===== src/rtl/game_flow_ctrl.sv =====
// Game flow controller: board selection, game start/reset sequencing, move
// forwarding with counters, one-second timing and win/exit handling.
module game_flow_ctrl #(
  parameter int TICK_DIV = 100_000_000
) (
  input  logic        clk,
  input  logic        reset,
  input  logic [3:0]  btn_act,
  input  logic        btn_ok,
  input  logic        btn_back,
  input  logic        win_flag,
  output logic [1:0]  game_status,
  output logic [11:0] origin_bd,
  output logic [3:0]  act,
  output logic        pc_reset,
  output logic [1:0]  board_idx,
  output logic [7:0]  move_cnt,
  output logic [7:0]  sec_cnt
);

  typedef enum logic [1:0] {
    CHOSE_BOARD  = 2'b00,
    GAMING       = 2'b01,
    GAME_INITIAL = 2'b10,
    WINNED       = 2'b11
  } state_t;

  localparam int TW = $clog2(TICK_DIV);
  localparam logic [TW-1:0] TICK_LAST = TW'(TICK_DIV - 1);

  state_t        state;
  logic [TW-1:0] tick_cnt;
  logic [3:0]    act_prev;
  logic          ok_prev;
  logic          back_prev;

  logic [3:0]    act_edge;
  logic          ok_edge;
  logic          back_edge;
  logic          act_valid;
  logic          tick_wrap;

  assign game_status = state;

  // Previous levels reset high so a button held across reset is not an edge.
  assign act_edge  = btn_act & ~act_prev;
  assign ok_edge   = btn_ok & ~ok_prev;
  assign back_edge = btn_back & ~back_prev;
  assign act_valid = (act_edge != 4'd0) && ((act_edge & (act_edge - 4'd1)) == 4'd0);
  assign tick_wrap = (tick_cnt == TICK_LAST);

  always_comb begin
    origin_bd = 12'b001_011_000_010;
    case (board_idx)
      2'd0: origin_bd = 12'b001_011_000_010;
      2'd1: origin_bd = 12'b010_000_011_001;
      2'd2: origin_bd = 12'b011_010_001_000;
      2'd3: origin_bd = 12'b000_001_010_011;
      default: origin_bd = 12'b001_011_000_010;
    endcase
  end

  always_ff @(posedge clk or negedge reset) begin
    if (!reset) begin
      state     <= CHOSE_BOARD;
      board_idx <= 2'd0;
      move_cnt  <= 8'd0;
      sec_cnt   <= 8'd0;
      tick_cnt  <= '0;
      act       <= 4'd0;
      pc_reset  <= 1'b1;
      act_prev  <= 4'hF;
      ok_prev   <= 1'b1;
      back_prev <= 1'b1;
    end else begin
      act_prev  <= btn_act;
      ok_prev   <= btn_ok;
      back_prev <= btn_back;
      act       <= 4'd0;
      pc_reset  <= 1'b0;
      case (state)
        CHOSE_BOARD: begin
          if (act_valid && act_edge[0]) begin
            board_idx <= board_idx + 2'd1;
          end else if (act_valid && act_edge[1]) begin
            board_idx <= board_idx - 2'd1;
          end
          if (ok_edge) begin
            state    <= GAME_INITIAL;
            pc_reset <= 1'b1;
            move_cnt <= 8'd0;
            sec_cnt  <= 8'd0;
            tick_cnt <= '0;
          end
        end
        GAME_INITIAL: begin
          move_cnt <= 8'd0;
          sec_cnt  <= 8'd0;
          tick_cnt <= '0;
          state    <= GAMING;
        end
        GAMING: begin
          if (tick_wrap) begin
            tick_cnt <= '0;
            if (sec_cnt != 8'hFF) sec_cnt <= sec_cnt + 8'd1;
          end else begin
            tick_cnt <= tick_cnt + TW'(1);
          end
          // A win swallows any move arriving in the same cycle.
          if (win_flag) begin
            state <= WINNED;
          end else if (back_edge) begin
            state <= CHOSE_BOARD;
          end else if (act_valid) begin
            act <= act_edge;
            if (move_cnt != 8'hFF) move_cnt <= move_cnt + 8'd1;
          end
        end
        WINNED: begin
          if (ok_edge) begin
            state     <= CHOSE_BOARD;
            board_idx <= board_idx + 2'd1;
          end else if (back_edge) begin
            state    <= GAME_INITIAL;
            pc_reset <= 1'b1;
            move_cnt <= 8'd0;
            sec_cnt  <= 8'd0;
            tick_cnt <= '0;
          end
        end
        default: state <= CHOSE_BOARD;
      endcase
    end
  end

endmodule


===== config.mk =====
export PLATFORM = sky130hd
export DESIGN_NAME = game_flow_ctrl
export DESIGN_NICKNAME = d
export VERILOG_FILES = /design/src/rtl/game_flow_ctrl.sv
export SDC_FILE = /design/constraint.sdc
export NUM_CORES = 1
export LEC_CHECK = 0
export CAP_MARGIN = 15
export CORE_ASPECT_RATIO = 2
export CORE_MARGIN = 2
export CORE_UTILIZATION = 55
export CTS_BUF_LIST = sky130_fd_sc_hd__clkbuf_4 sky130_fd_sc_hd__clkbuf_8 sky130_fd_sc_hd__clkbuf_16
export DETAILED_ROUTE_END_ITERATION = 16
export PLACE_DENSITY = 0.79
export SYNTH_ARGS = -nofsm -noshare
export SYNTH_HDL_FRONTEND = slang
export SYNTH_SLANG_ARGS = --single-unit

===== constraint.sdc =====
create_clock -name clk -period 2.9 [get_ports clk]
set_input_delay 0.435 -clock clk [delete_from_list [all_inputs] [get_ports clk]]
set_output_delay 0.435 -clock clk [all_outputs]
set_load 0.005 [all_outputs]

[Yosys cells after proc, flatten, opt, wreduce, memory -nomap -nowiden]
Cells that the tools add are included.
Word-level totals
  register bits: 58
  output and inout bits: 37
  input port bits: 9
  logic and storage cells: 93
Operators by class
  bitwise gates (word level): 7
  eq/ne operators: 22
  reduce and logical (&&, ||, !) cells: 13
  mux-type cells: 35
  add/sub/neg operators: 6
Operator list (number)
  2-to-1 mux 27 bit: 4
  case mux 27 bit (4 select lines): 1
  2-to-1 mux 8 bit: 9
  case mux 8 bit (4 select lines): 2
  case mux 12 bit (4 select lines): 1
  adder 27 x 1 -> 27 bit (second input constant): 1
  == test 27 bit (second input constant): 1
  inequality test 2 bit (second input constant): 10
  adder 8 x 1 -> 8 bit (second input constant): 2
  2-to-1 mux 2 bit: 8
  2-to-1 mux 4 bit: 4
  inequality test 8 bit (second input constant): 2
  inequality test 3 bit (second input constant): 3
  AND reduction 3 bit: 3
  AND 4 bit: 2
  == test 2 bit (second input constant): 4
  case mux 2 bit (4 select lines): 1
  AND reduction 7 bit: 1
  AND reduction 5 bit: 1
  == test 2 x 1 -> 1 bit (second input constant): 2
  logical NOT 2 bit: 2
  logical NOT 4 bit: 1
  NOT 4 bit: 1
  case mux 2 bit (2 select lines): 1
  other kinds (10): 16

[Logic depth before layout (Yosys ltp)]
  word-level depth: 10
  gate-level depth with buffers: 9
  depth with buffers taken out: 7

[Least setup slack after synthesis]
OpenSTA, ideal clock, no wires.
  path type: register -> register
  start point: register state[0], in the netlist game_status[0]
  end point: register move_cnt[3]
  buffers on the path: 1
  arrival: 2.153 ns
  slack: 0.669 ns
  clock period less this slack: 2.231 ns
  required time: 2.822 ns
  stages on the path, launching flop included: 8
  path through: dfrtp_1 > inv_1 > ha_1 > and2_1 > or4b_4 > buf_6 > or4_1 > a21oi_1
On the way
  longest elaborated chain between the ends: 3
RTL lines
  start, declared: RTL line 31  | state_t state;
  start signal, assigned: RTL line 65  | state <= CHOSE_BOARD;
  start signal, assigned: RTL line 89  | state <= GAME_INITIAL;
  start signal, assigned: RTL line 100  | state <= GAMING;
  == test 2 x 1 -> 1 bit, or another cell as far along: RTL line 81  | case (state)
  inequality test 2 bit (no line)
  AND reduction 7 bit (no line)
  end signal, assigned: RTL line 116  | if (move_cnt != 8'hFF) move_cnt <= move_cnt + 8'd1;
  end, declared: RTL line 17  | output logic [7:0] move_cnt,
Several ways; a longest one is shown, not always the timed one.
A chain may end at the register's enable or synchronous reset.

[Worst setup path in the final report]
  start point: register tick_cnt[12]
  end point: register sec_cnt[2]
On the way
  longest elaborated chain between the ends: 3
RTL lines
  start, declared: RTL line 32  | logic [TW-1:0] tick_cnt;
  start signal, assigned: RTL line 107  | tick_cnt <= tick_cnt + TW'(1);
  == test 27 bit: RTL line 50  | assign tick_wrap = (tick_cnt == TICK_LAST);
  inequality test 2 bit (no line)
  AND reduction 5 bit (no line)
  end signal, assigned: RTL line 105  | if (sec_cnt != 8'hFF) sec_cnt <= sec_cnt + 8'd1;
  end, declared: RTL line 18  | output logic [7:0] sec_cnt
No other way between the ends.

==> metrics.cfg <==
[clock_tree]
cts-root-buf=clkbuf_16
insertion_delay_ns=0.33
path_clk_slew_ns=0.05
hold_buffers=0
cts_setup_buffers=0
cts_buffers=9
ctsResizeCount=0
h-tree-depth=3
tritoncts=built
clock-sinks=58
clock_path_buffers=2

[floorplan]
dieArea_mm2=0.00675
io_pins=46
start_util_pct=56.1
core_area_mm2=0.00596
die_height_um=114
num_rows=40
die_w_um=59.1

[logic_synthesis]
synthFlopType=dfrtp_1
synth_top_area_share_pct=38.2
synth-edff-count=0
ys_async_sr_fraction_pct=100
synthTopCellsByArea=dfrtp_1 (38%), dfstp_2 (5.5%), a21oi_1 (4.3%)
syn-instance-count=363
synth_seq_area_share_pct=43.7
synth_area_mm2=0.00334
synth_seq_cells=58
yosysTopAreaCell=dfrtp_1
yosysUniqueCellTypes=57
syn_avg_cell_area_um2=9.20
yosys_warnings=0
synth_most_common_cell=dfrtp_1
synth_commonest_cells=dfrtp_1 (51), a21oi_1 (29), nand2_1 (26)

[critical_path]
cp.required_ns=3.15
r2r_start=tick_cnt[12]
startpoint_type=register
critPathMaxFanout=16
criticalPathCategory=reg2reg
cp.arrival_ns=2.73
critPathLaunch=tick_cnt[12]
end_kind=register

[place]
place_area_mm2=0.00379
place.gp.congestion=0.815
numPortBuffers=41
dp_hpwl_um=5720
place_ws_ns=0.218

[timing]
setup_viol=0
hold_violations=0
worst_pin_slew_ns=0.774
drv_slew=0
clock.fmax_ghz=0.402
maxSlewHeadroom_pct=48.3
clock_skew_ns=0.0100
min_period_ns=2.48
setup_tns_ns=0
setup_slack_ns=0.415
rsz0062_at_grt=false
fin_crit_sh_pct=85.7

[pwr]
p_leak_nw=1.64
p_per_area_mw_per_mm2=832
total_power_mw=3.43
vdd_drop_max_mv=0.523

[layout]
drive_gt1_share_pct=10.2
nets=426
fin_util_pct=69.1
diodes=0
final_cell_area_mm2=0.00412
area_growth_syn_to_layout_pct=23.3

[routing]
vias_per_cell=6.31
drtIter0Drc=144
ant_nets=0
drt_first_pass_iters=4
drt_wl_total_um=8200
avgRoutedWirePerCell_um=17.3
vias=2996
drc=0

[hold_path]
holdCritPathClass=in2async

[grt]
grt_pass1_vias=3097
grt_max_degree=59
grt_pass1_wl_um=14000
grt-ovfl-total=0
grt_usage_pct=27.0
antenna_found_initial=0

[run_status]
outcome=completed

[job]
cap_violations=0

[layout by cell type (no fill, tap or decap), types with 11 or more instances in the layout]
cell type and count:
o21ai_0 16, o31ai_1 11, nor2_1 24, dfrtp_1 51, o21ai_1 11, a21oi_1 29, nand4_1 19, or4_1 15
inv_1 16, clkdlybuf4s50_1 40, nand2_1 26, nand3_1 18
[flip-flops by register name, indices dropped and copies added (netlist names)]
register and count:
game_status 2, move_cnt 8, tick_cnt 27, pc_reset 1, act_prev 4, back_prev 1, board_idx 2, ok_prev 1
sec_cnt 8, act 4
[critical path, stage by stage, from the launching register on]
cell and delay, ns:
dfrtp_1 0.44, or4_4 0.55, nor4_4 0.38, a31oi_2 0.36, or4_1 0.57, o211ai_1 0.09
[final timing paths]
kind,end,slack (ns),depth (start not counted)
setup / recovery,sec_cnt[2],0.42,5
hold / removal,tick_cnt[4],0.08,2
setup reg to reg,sec_cnt[2],0.42,5
hold reg to reg,tick_cnt[1],0.53,2
max in group asynchronous,back_prev,2.47,2
min in group clk,tick_cnt[1],0.53,2
[layer usage]
metal / vias to the layer above / GRT usage, % / routed length [um]
li1: 1426 / - / -
met1: 1477 / 28.3 / 3090
met2: 78 / 48.4 / 4560
met3: 15 / 6.89 / 332
met4: 0 / 12.3 / 209
met5: - / 0 / 0
[final cells by class]
cell class | instances | area (um2)
Clock buffer | 11 | 246
Inverter | 16 | 60.1
Clock inverter | 5 | 77.6
Fill cell | 467 | 1840
Multi-Input combinational cell | 272 | 1710
Tap cell | 63 | 78.8
Sequential cell | 58 | 1460
Timing Repair Buffer | 50 | 485
[cells by family (layout without fill, tap and decap cells)]
| kind of cell | count (synthesis) | count (layout) | synth area share [%] |
|---|---|---|---|
| compound gates | 91 | 91 | 16.9 |
| xor+xnor | 8 | 8 | 2.10 |
| fa+ha+maj | 11 | 11 | 4.05 |
| buf+inv | 36 | 82 | 5.47 |
| flops | 58 | 58 | 43.7 |
| mux | 4 | 4 | 1.24 |
| other cells | 1 | 4 | 0.112 |
| simple gates | 154 | 154 | 26.4 |
[report_power, final]
group | internal [mW] | switching, mW
Sequential | 0.890 | 0.0769
Clock | 0.781 | 0.370
Combinational | 0.582 | 0.727
Total | 2.25 | 1.17
[stage by stage]
step / hold WS, ns / cells
after global routing: 0.121 / 475
after global placement: 0.464 / 459
after detailed placement: 0.464 / 459
final: 0.0845 / 475
after CTS: 0.108 / 475
after floorplan: 0.139 / 366
Note: power is estimated with default switching activity, not from simulation.
